**src/rtl/fft_sched_if.sv**
```systemverilog
// Handshake and strobe bundle between fft_sched and the FFT datapath/sample source.
// master = scheduler side, slave = datapath/source side.
interface fft_sched_if;
  logic       val_i;
  logic       rdy_o;
  logic       wr_en_o;
  logic [5:0] wr_addr_o;
  logic       core_val_o;
  logic [2:0] grp_o;
  logic       stg_o;
  logic       wb_en_o;
  logic [2:0] wb_grp_o;
  logic       wb_stg_o;
  logic       val_o;
  logic [5:0] rd_addr_o;
  logic       busy_o;
  logic       done_o;

  modport master (
    input  val_i,
    output rdy_o, wr_en_o, wr_addr_o, core_val_o, grp_o, stg_o,
    output wb_en_o, wb_grp_o, wb_stg_o, val_o, rd_addr_o, busy_o, done_o
  );

  modport slave (
    output val_i,
    input  rdy_o, wr_en_o, wr_addr_o, core_val_o, grp_o, stg_o,
    input  wb_en_o, wb_grp_o, wb_stg_o, val_o, rd_addr_o, busy_o, done_o
  );
endinterface

```
**src/rtl/fft_sched.sv**
```systemverilog
// 64-point FFT control: bit-reversed load, two radix-8 passes through a shared core, natural-order unload.
// Latency: first val_o 17+2*CORE_LAT cycles after the last sample; input accepted only in LOAD.
module fft_sched #(
  parameter int LOG2_SIZE_FFT = 6,
  parameter int NUM_GRP       = 8,
  parameter int CORE_LAT      = 1
) (
  input  logic      clk,
  input  logic      rst,
  fft_sched_if.master bus
);
  localparam int W = LOG2_SIZE_FFT;
  localparam logic [W-1:0] CNT_LAST = W'((1 << LOG2_SIZE_FFT) - 1);
  localparam logic [W-1:0] GRP_LAST = W'(NUM_GRP - 1);
  localparam logic [W-1:0] DRN_LAST = (CORE_LAT > 0) ? W'(CORE_LAT - 1) : '0;

  typedef enum logic [2:0] {LOAD, STG0, DRN0, STG1, DRN1, UNLD} state_t;

  state_t       r_state, w_nxt_state;
  logic [W-1:0] r_cnt, w_nxt_cnt;
  logic         w_acc;
  logic         w_nxt_core;

  logic         r_rdy, r_core_val, r_stg, r_val_o, r_busy, r_done;
  logic [2:0]   r_grp;
  logic [5:0]   r_rd_addr;

  assign w_acc = bus.val_i & r_rdy;

  always_comb begin
    w_nxt_state = r_state;
    w_nxt_cnt   = r_cnt;
    case (r_state)
      LOAD: if (w_acc) begin
        if (r_cnt == CNT_LAST) begin
          w_nxt_state = STG0;
          w_nxt_cnt   = '0;
        end else begin
          w_nxt_cnt = r_cnt + 1'b1;
        end
      end
      STG0: if (r_cnt == GRP_LAST) begin
        w_nxt_state = (CORE_LAT == 0) ? STG1 : DRN0;
        w_nxt_cnt   = '0;
      end else begin
        w_nxt_cnt = r_cnt + 1'b1;
      end
      DRN0: if (r_cnt == DRN_LAST) begin
        w_nxt_state = STG1;
        w_nxt_cnt   = '0;
      end else begin
        w_nxt_cnt = r_cnt + 1'b1;
      end
      STG1: if (r_cnt == GRP_LAST) begin
        w_nxt_state = (CORE_LAT == 0) ? UNLD : DRN1;
        w_nxt_cnt   = '0;
      end else begin
        w_nxt_cnt = r_cnt + 1'b1;
      end
      DRN1: if (r_cnt == DRN_LAST) begin
        w_nxt_state = UNLD;
        w_nxt_cnt   = '0;
      end else begin
        w_nxt_cnt = r_cnt + 1'b1;
      end
      UNLD: if (r_cnt == CNT_LAST) begin
        w_nxt_state = LOAD;
        w_nxt_cnt   = '0;
      end else begin
        w_nxt_cnt = r_cnt + 1'b1;
      end
      default: begin
        w_nxt_state = LOAD;
        w_nxt_cnt   = '0;
      end
    endcase
  end

  assign w_nxt_core = (w_nxt_state == STG0) || (w_nxt_state == STG1);

  // Outputs are registered from the next-state decode so they line up with r_state.
  always_ff @(posedge clk or negedge rst) begin
    if (!rst) begin
      r_state    <= LOAD;
      r_cnt      <= '0;
      r_rdy      <= 1'b1;
      r_core_val <= 1'b0;
      r_grp      <= '0;
      r_stg      <= 1'b0;
      r_val_o    <= 1'b0;
      r_rd_addr  <= '0;
      r_busy     <= 1'b0;
      r_done     <= 1'b0;
    end else begin
      r_state    <= w_nxt_state;
      r_cnt      <= w_nxt_cnt;
      r_rdy      <= (w_nxt_state == LOAD);
      r_core_val <= w_nxt_core;
      r_grp      <= w_nxt_core ? w_nxt_cnt[2:0] : 3'd0;
      r_stg      <= (w_nxt_state == STG1);
      r_val_o    <= (w_nxt_state == UNLD);
      r_rd_addr  <= (w_nxt_state == UNLD) ? 6'(w_nxt_cnt) : 6'd0;
      r_busy     <= (w_nxt_state != LOAD);
      r_done     <= (w_nxt_state == UNLD) && (w_nxt_cnt == CNT_LAST);
    end
  end

  always_comb begin
    bus.wr_addr_o = '0;
    for (int i = 0; i < W; i++) bus.wr_addr_o[i] = r_cnt[W-1-i];
  end

  assign bus.rdy_o      = r_rdy;
  assign bus.wr_en_o    = w_acc;
  assign bus.core_val_o = r_core_val;
  assign bus.grp_o      = r_grp;
  assign bus.stg_o      = r_stg;
  assign bus.val_o      = r_val_o;
  assign bus.rd_addr_o  = r_rd_addr;
  assign bus.busy_o     = r_busy;
  assign bus.done_o     = r_done;

  // Writeback strobes track the issued group through the core pipeline.
  if (CORE_LAT == 0) begin : g_wb_pass
    assign bus.wb_en_o  = r_core_val;
    assign bus.wb_grp_o = r_grp;
    assign bus.wb_stg_o = r_stg;
  end else begin : g_wb_dly
    logic [CORE_LAT-1:0] r_wb_val;
    logic [CORE_LAT-1:0] r_wb_stg;
    logic [2:0]          r_wb_grp [CORE_LAT];

    always_ff @(posedge clk or negedge rst) begin
      if (!rst) begin
        r_wb_val <= '0;
        r_wb_stg <= '0;
        for (int i = 0; i < CORE_LAT; i++) r_wb_grp[i] <= '0;
      end else begin
        r_wb_val[0] <= r_core_val;
        r_wb_stg[0] <= r_stg;
        r_wb_grp[0] <= r_grp;
        for (int i = 1; i < CORE_LAT; i++) begin
          r_wb_val[i] <= r_wb_val[i-1];
          r_wb_stg[i] <= r_wb_stg[i-1];
          r_wb_grp[i] <= r_wb_grp[i-1];
        end
      end
    end

    assign bus.wb_en_o  = r_wb_val[CORE_LAT-1];
    assign bus.wb_grp_o = r_wb_grp[CORE_LAT-1];
    assign bus.wb_stg_o = r_wb_stg[CORE_LAT-1];
  end
endmodule

```
**src/flat_wrapper.sv**
```systemverilog
// flat-port wrapper written by rule: the top's interface ports become plain ports
module fft_sched_flat 
#(
  parameter int LOG2_SIZE_FFT = 6,
  parameter int NUM_GRP       = 8,
  parameter int CORE_LAT      = 1
)
  (clk, rst, bus_val_i, bus_rdy_o, bus_wr_en_o, bus_wr_addr_o, bus_core_val_o, bus_grp_o, bus_stg_o, bus_wb_en_o, bus_wb_grp_o, bus_wb_stg_o, bus_val_o, bus_rd_addr_o, bus_busy_o, bus_done_o);
  fft_sched_if bus_i ();
  input  logic clk;
  input  logic rst;
  input wire logic [$bits(bus_i.val_i)-1:0] bus_val_i;
  output wire logic [$bits(bus_i.rdy_o)-1:0] bus_rdy_o;
  output wire logic [$bits(bus_i.wr_en_o)-1:0] bus_wr_en_o;
  output wire logic [$bits(bus_i.wr_addr_o)-1:0] bus_wr_addr_o;
  output wire logic [$bits(bus_i.core_val_o)-1:0] bus_core_val_o;
  output wire logic [$bits(bus_i.grp_o)-1:0] bus_grp_o;
  output wire logic [$bits(bus_i.stg_o)-1:0] bus_stg_o;
  output wire logic [$bits(bus_i.wb_en_o)-1:0] bus_wb_en_o;
  output wire logic [$bits(bus_i.wb_grp_o)-1:0] bus_wb_grp_o;
  output wire logic [$bits(bus_i.wb_stg_o)-1:0] bus_wb_stg_o;
  output wire logic [$bits(bus_i.val_o)-1:0] bus_val_o;
  output wire logic [$bits(bus_i.rd_addr_o)-1:0] bus_rd_addr_o;
  output wire logic [$bits(bus_i.busy_o)-1:0] bus_busy_o;
  output wire logic [$bits(bus_i.done_o)-1:0] bus_done_o;
  assign bus_i.val_i = bus_val_i;
  assign bus_rdy_o = bus_i.rdy_o;
  assign bus_wr_en_o = bus_i.wr_en_o;
  assign bus_wr_addr_o = bus_i.wr_addr_o;
  assign bus_core_val_o = bus_i.core_val_o;
  assign bus_grp_o = bus_i.grp_o;
  assign bus_stg_o = bus_i.stg_o;
  assign bus_wb_en_o = bus_i.wb_en_o;
  assign bus_wb_grp_o = bus_i.wb_grp_o;
  assign bus_wb_stg_o = bus_i.wb_stg_o;
  assign bus_val_o = bus_i.val_o;
  assign bus_rd_addr_o = bus_i.rd_addr_o;
  assign bus_busy_o = bus_i.busy_o;
  assign bus_done_o = bus_i.done_o;
  fft_sched #(.LOG2_SIZE_FFT(LOG2_SIZE_FFT), .NUM_GRP(NUM_GRP), .CORE_LAT(CORE_LAT)) u_core (.clk(clk), .rst(rst), .bus(bus_i));
endmodule
```
**config.mk**
```make
export PLATFORM = sky130hd
export DESIGN_NAME = fft_sched_flat
export DESIGN_NICKNAME = d
export VERILOG_FILES = /design/src/rtl/fft_sched_if.sv /design/src/rtl/fft_sched.sv /design/src/flat_wrapper.sv
export SDC_FILE = /design/constraint.sdc
export NUM_CORES = 1
export LEC_CHECK = 0
export ABC_AREA = 1
export CAP_MARGIN = 20
export CORE_MARGIN = 2
export CORE_UTILIZATION = 49
export CTS_CLUSTER_DIAMETER = 120
export CTS_CLUSTER_SIZE = 30
export DETAILED_ROUTE_END_ITERATION = 10
export PLACE_DENSITY = 0.86
export RECOVER_POWER = 50
export SLEW_MARGIN = 20
export SYNTH_ARGS = -nofsm -noshare
export SYNTH_HDL_FRONTEND = slang
export SYNTH_SLANG_ARGS = --single-unit
export TNS_END_PERCENT = 10
```
**constraint.sdc**
```tcl
create_clock -name clk -period 2.2 [get_ports clk]
set_input_delay 0.22 -clock clk [delete_from_list [all_inputs] [get_ports clk]]
set_output_delay 0.22 -clock clk [all_outputs]
set_load 0.005 [all_outputs]
```
* Yosys cells after proc, flatten, opt, wreduce, memory -nomap -nowiden
Cells that the tools add are included. Widths: inputs -> output; s select.
Cells by class: $add $sub $neg 1, $mul 0, divide/modulo/power cells 0, order comparisons 0, equal/unequal tests 11, shift operators 0, multiplexer cells 15, bitwise logic cells 1, reductions and logical operators 8
Operator list (count):
- $mux 6 | 5
- $mux 3 | 8
- $pmux 6 s4 | 1
- $pmux 3 s6 | 1
- $eq 6x6->1 const B | 2
- $eq 3x2->1 const B | 3
- $eq 3x3->1 const B | 3
- $add 6x1->6 const B | 1
- $eq 3x1->1 const B | 2
- $eq 6x3->1 const B | 1
- $logic_not 3->1 | 2
- $logic_not 6->1 | 1
- $reduce_or 2->1 | 2
- $reduce_bool 3->1 | 1
- $and 1x1->1 | 1
- $logic_and 1x1->1 | 1
- $logic_or 1x1->1 | 1
Word-level totals: flip-flop bits (word level) 29, latch bits 0, RAM bits 0, memory bits (read-only) 0, output and inout port bits 27, logic and storage cells 49, memories kept 0

* Depth between registers and ports, before layout
word-level depth 7, depth in mapped cells 12, depth with buffers taken out 12

* Least setup slack after synthesis
Ideal clock, no wire load.
path kind flip-flop to flip-flop, start register u_core.r_cnt[1], end register u_core.r_done, in the netlist u_core.bus.done_o, data arrival time 1.467 ns, required time 2.129 ns, slack 0.661 ns, stages on the path, launching flop included 13, cell sequence dfrtp_1 > ha_1 > nand2_1 > clkinv_1 > nand3_2 > nand2_2 > nand2_1 > inv_2 > nand3_1 > nand2_1 > nor2_1 > nand3_1 > nor2_1
Between the ends: word-level cells in the longest chain between the ends 6
Ends and longest elaborated chain:
- start, declared | RTL line fft_sched.sv:20 | logic [W-1:0] r_cnt, w_nxt_cnt;
- start signal, assigned | RTL line fft_sched.sv:96 | r_cnt <= w_nxt_cnt;
- $add 6x1->6 / $eq 6x6->1 (equally long branches)
- $mux 6 / $mux 3 (equally long branches) | RTL line fft_sched.sv:35, fft_sched.sv:66
- $mux 6 / $mux 3 (equally long branches) | RTL line fft_sched.sv:34 | LOAD: if (w_acc) begin
- $pmux 6 s4 / $pmux 3 s6 (equally long branches) | RTL line fft_sched.sv:33 | case (r_state)
- $eq 6x6->1 / $eq 3x3->1 (equally long branches) | RTL line fft_sched.sv:104 | r_done <= (w_nxt_state == UNLD) && (w_nxt_cnt == CNT_LAST);
- $logic_and 1x1->1 (*) | RTL line fft_sched.sv:104
- end signal, assigned | RTL line fft_sched.sv:104
- end, declared | RTL line fft_sched.sv:24 | logic r_rdy, r_core_val, r_stg, r_val_o, r_busy, r_done;
Mark *: on every way between the ends. The rest lies on a longest branch, timed or not.

* Worst setup path in the final report
start register u_core.r_cnt[0], end register u_core.r_done, in the netlist u_core.bus.done_o
The elaborated chain is that of the path after synthesis.

==> impl_metrics.json <==
{
  "status": "finished, final reports clean",
  "postPlaceCellArea_um2": 1730,
  "cp-startpoint": "u_core.r_cnt[0]",
  "cts_setup_buffers": 0,
  "power_frac_clock_pct": 35.0,
  "p_per_area_nw_per_um2": 476,
  "die_h_um": 57.3,
  "via_count": 1203,
  "synth.yosys.seq_area_share_pct": 52.2,
  "dieArea_um2": 3280,
  "cts.repair.resized": 0,
  "hold_path.class": "reg -> reg",
  "start_kind": "flip-flop",
  "cts.reportedPaths.clkPinSlew_ns": 0.09,
  "core-area_um2": 2730,
  "cts.sinks": 29,
  "ys_top_cells_by_area": "dfrtp_1 (50%), nand2_1 (10%), inv_1 (6.7%)",
  "crit_type": "reg -> reg",
  "synth_flop_cell": "dfrtp_1",
  "syn_avg_cell_area_um2": 8.65,
  "max_freq_mhz": 520,
  "yosys_warnings": 0,
  "drc_errors": 0,
  "antenna_left": 0,
  "avgViaCountPerCell": 5.23,
  "hpwl_um": 2350,
  "fin_setup_tns_ns": 0,
  "cts_max_level": 2,
  "synth_area_um2": 1390,
  "die_w_um": 57.3,
  "fin_crit_sh_pct": 87.5,
  "drive_gt1_share_pct": 12.1,
  "grtUsageTotal_pct": 21.2,
  "reg2reg_from": "u_core.r_cnt[0]",
  "worstSkewPairLatency_ns": 0.32,
  "slowest_delay_ns": 0.45,
  "finalSetupViolCount": 0,
  "slew_headroom_pct": 1.33,
  "hold_viol": 0,
  "critPathCaptureType": "flip-flop",
  "period_minus_slack_ns": 1.92,
  "slowest_stage": "dfrtp_1",
  "place_congestion": 0.976,
  "syn_nets": 166,
  "grt_pass1_vias": 1217,
  "critPathArrivalTime_ns": 2.14,
  "drt-total-wl_um": 2980,
  "p_seq_share_pct": 63.5,
  "final_nets": 203,
  "portBuffers": 29,
  "synthDistinctLibCells": 30,
  "p_sw_share_pct": 21.7,
  "clockBufferDepth": 2,
  "ys_ff_latch": 29,
  "path_depth": 10,
  "num_rows": 19,
  "wl_per_cell_um": 13.0,
  "drv_slew": 0,
  "comb_power_share_pct": 1.5,
  "holdBufCountCts": 0,
  "start_util_pct": 50.9,
  "power.leakage_uw": 0.000877,
  "root_buffer": "clkbuf_4",
  "design_area_um2": 1760,
  "io_pins": 30,
  "drt-pass1-iter-count": 4,
  "worst_pin_slew_ns": 1.48,
  "peakVddDrop_v": 0.000467,
  "syn2layout_area_growth_pct": 26.7,
  "worstRegToRegCells": 10,
  "p_total_uw": 839,
  "cap_violations": 0,
  "yosysMostFrequentCell": "nand2_1",
  "antenna_found_initial": 0,
  "synth_common_cells": "nand2_1 (37), dfrtp_1 (28), inv_1 (25), nand3_1 (17), nor2_1 (14)",
  "tritoncts": "done",
  "worst-path-buf-inv": 1,
  "fin_skew_ns": 0.00726,
  "yosys.area.top_type": "dfrtp_1",
  "critPathRequiredTime_ns": 2.42,
  "worstReg2RegEnd": "u_core.bus.done_o",
  "worstPathMaxFanout": 6,
  "p_int_uw": 657,
  "path_cells": "ha_1 -> nand3_1 -> nor2_8 -> inv_2 -> nand3_1 -> nand2_1 -> nor2_1 -> nor2_1 -> nand3_1 -> nor2_1",
  "dr.first_iter.drc_count": 69,
  "critPathTopFamily": "simple AND/OR/NAND/NOR gates",
  "grt_start_max_net_pins": 30,
  "critPathCapture": "u_core.bus.done_o",
  "grt_pass1_wl_um": 5280,
  "switchingPower_uw": 182,
  "cts_buffers": 5,
  "reg2reg_slack_ns": 0.28,
  "n_antenna_cell": 0,
  "async_flop_share_pct": 100,
  "overflow": 0,
  "synth_edf_count": 0,
  "grt_setup_unrepaired": "no",
  "synthCells": 161,
  "synth_top_area_share_pct": 50.3
}
## sequential cells by signal, indices dropped and copies added (netlist names), 3 cells and up
name and cells:
u_core.bus.rd_addr_o 6, u_core.r_cnt 6, u_core.bus.grp_o 3, u_core.bus.wb_grp_o 3, u_core.r_state 3
## power by group through the flow
stage	Combinational, uW	Sequential, uW	Clock, uW
finish	12.9	533	294
global route	15.6	533	330
CTS	15.1	533	310
detailed placement	15.0	543	0
global placement	14.4	543	0
floorplan	0.000371	543	0
## worst reg2reg max path, delay by kind of cell, from the launching register on
kind          cells  cell delay [ns]
fa+ha+maj         1             0.22
buf+inv           1             0.10
simple gates      8             1.05
flops             1             0.45
## layout by cell type (no fill, tap or decap), types with 2 or more instances in the layout
cell type / count
nor2_1: 14
dfrtp_1: 28
xor2_1: 2
inv_2: 4
nor3_1: 2
ha_1: 2
o21ai_1: 2
clkdlybuf4s50_1: 25
nand2_2: 3
clkbuf_4: 5
nand3_1: 18
dlygate4sd3_1: 4
inv_1: 25
nand3_2: 3
o22ai_1: 2
clkbuf_1: 2
o21ai_0: 3
clkinv_2: 2
nand2_1: 37
nor2_2: 2
## metal layers
metal  global-route usage [%]  wire, um  vias up
li1                         -         -      584
met1                     26.7      1230      553
met2                     33.8      1440       55
met3                     7.26       239       11
met4                     8.31        68        0
met5                        0         0        -
## worst min-delay path by stage
stage / from / to / slack [ns] / cells past startpoint
after global placement: u_core.bus.grp_o[2] / u_core.bus.wb_grp_o[2] / 0.36 / 0
final: u_core.bus.grp_o[2] / u_core.bus.wb_grp_o[2] / 0.38 / 0
after detailed placement: u_core.bus.core_val_o / u_core.bus.wb_en_o / 0.37 / 0
after floorplan: rst / u_core.bus.busy_o / -0.08 / 0
after global routing: u_core.bus.grp_o[0] / u_core.bus.wb_grp_o[0] / 0.40 / 0
after CTS: rst / u_core.bus.rd_addr_o[1] / 0.28 / 2
## metrics by stage
step / hold WS (ns) / worst slack (ns) / instances / util [%]
5_1_grt: 0.401 / 0.130 / 230 / 64.5
4_1_cts: 0.277 / 0.361 / 230 / 65.1
3_3_place_gp: 0.361 / 0.525 / 222 / 63.2
2_1_floorplan: -0.0756 / 0.661 / 161 / -
3_5_place_dp: 0.370 / 0.446 / 222 / 63.2
6_report: 0.379 / 0.276 / 230 / 64.5
## cell type report
type	instances	area [um2]
Tap cell	31	38.8
Clock inverter	2	10.0
Timing Repair Buffer	30	294
Inverter	30	113
Multi-Input combinational cell	102	541
Sequential cell	29	727
Clock buffer	6	41.3
Fill cell	231	970
## logic make-up (layout without fill, tap and decap cells)
logic type               after synthesis  in the layout  synth area share, %
flip-flops                            29             29                 52.2
XOR/XNOR                               2              2                 1.26
adder cells (fa/ha/maj)                2              2                 1.80
AO/OA/AOI/OAI                         13             13                 5.93
AND/OR/NAND/NOR                       85             85                 30.7
buffers and inverters                 30             68                 8.09
No activity file was read; power rests on OpenSTA's default activity.
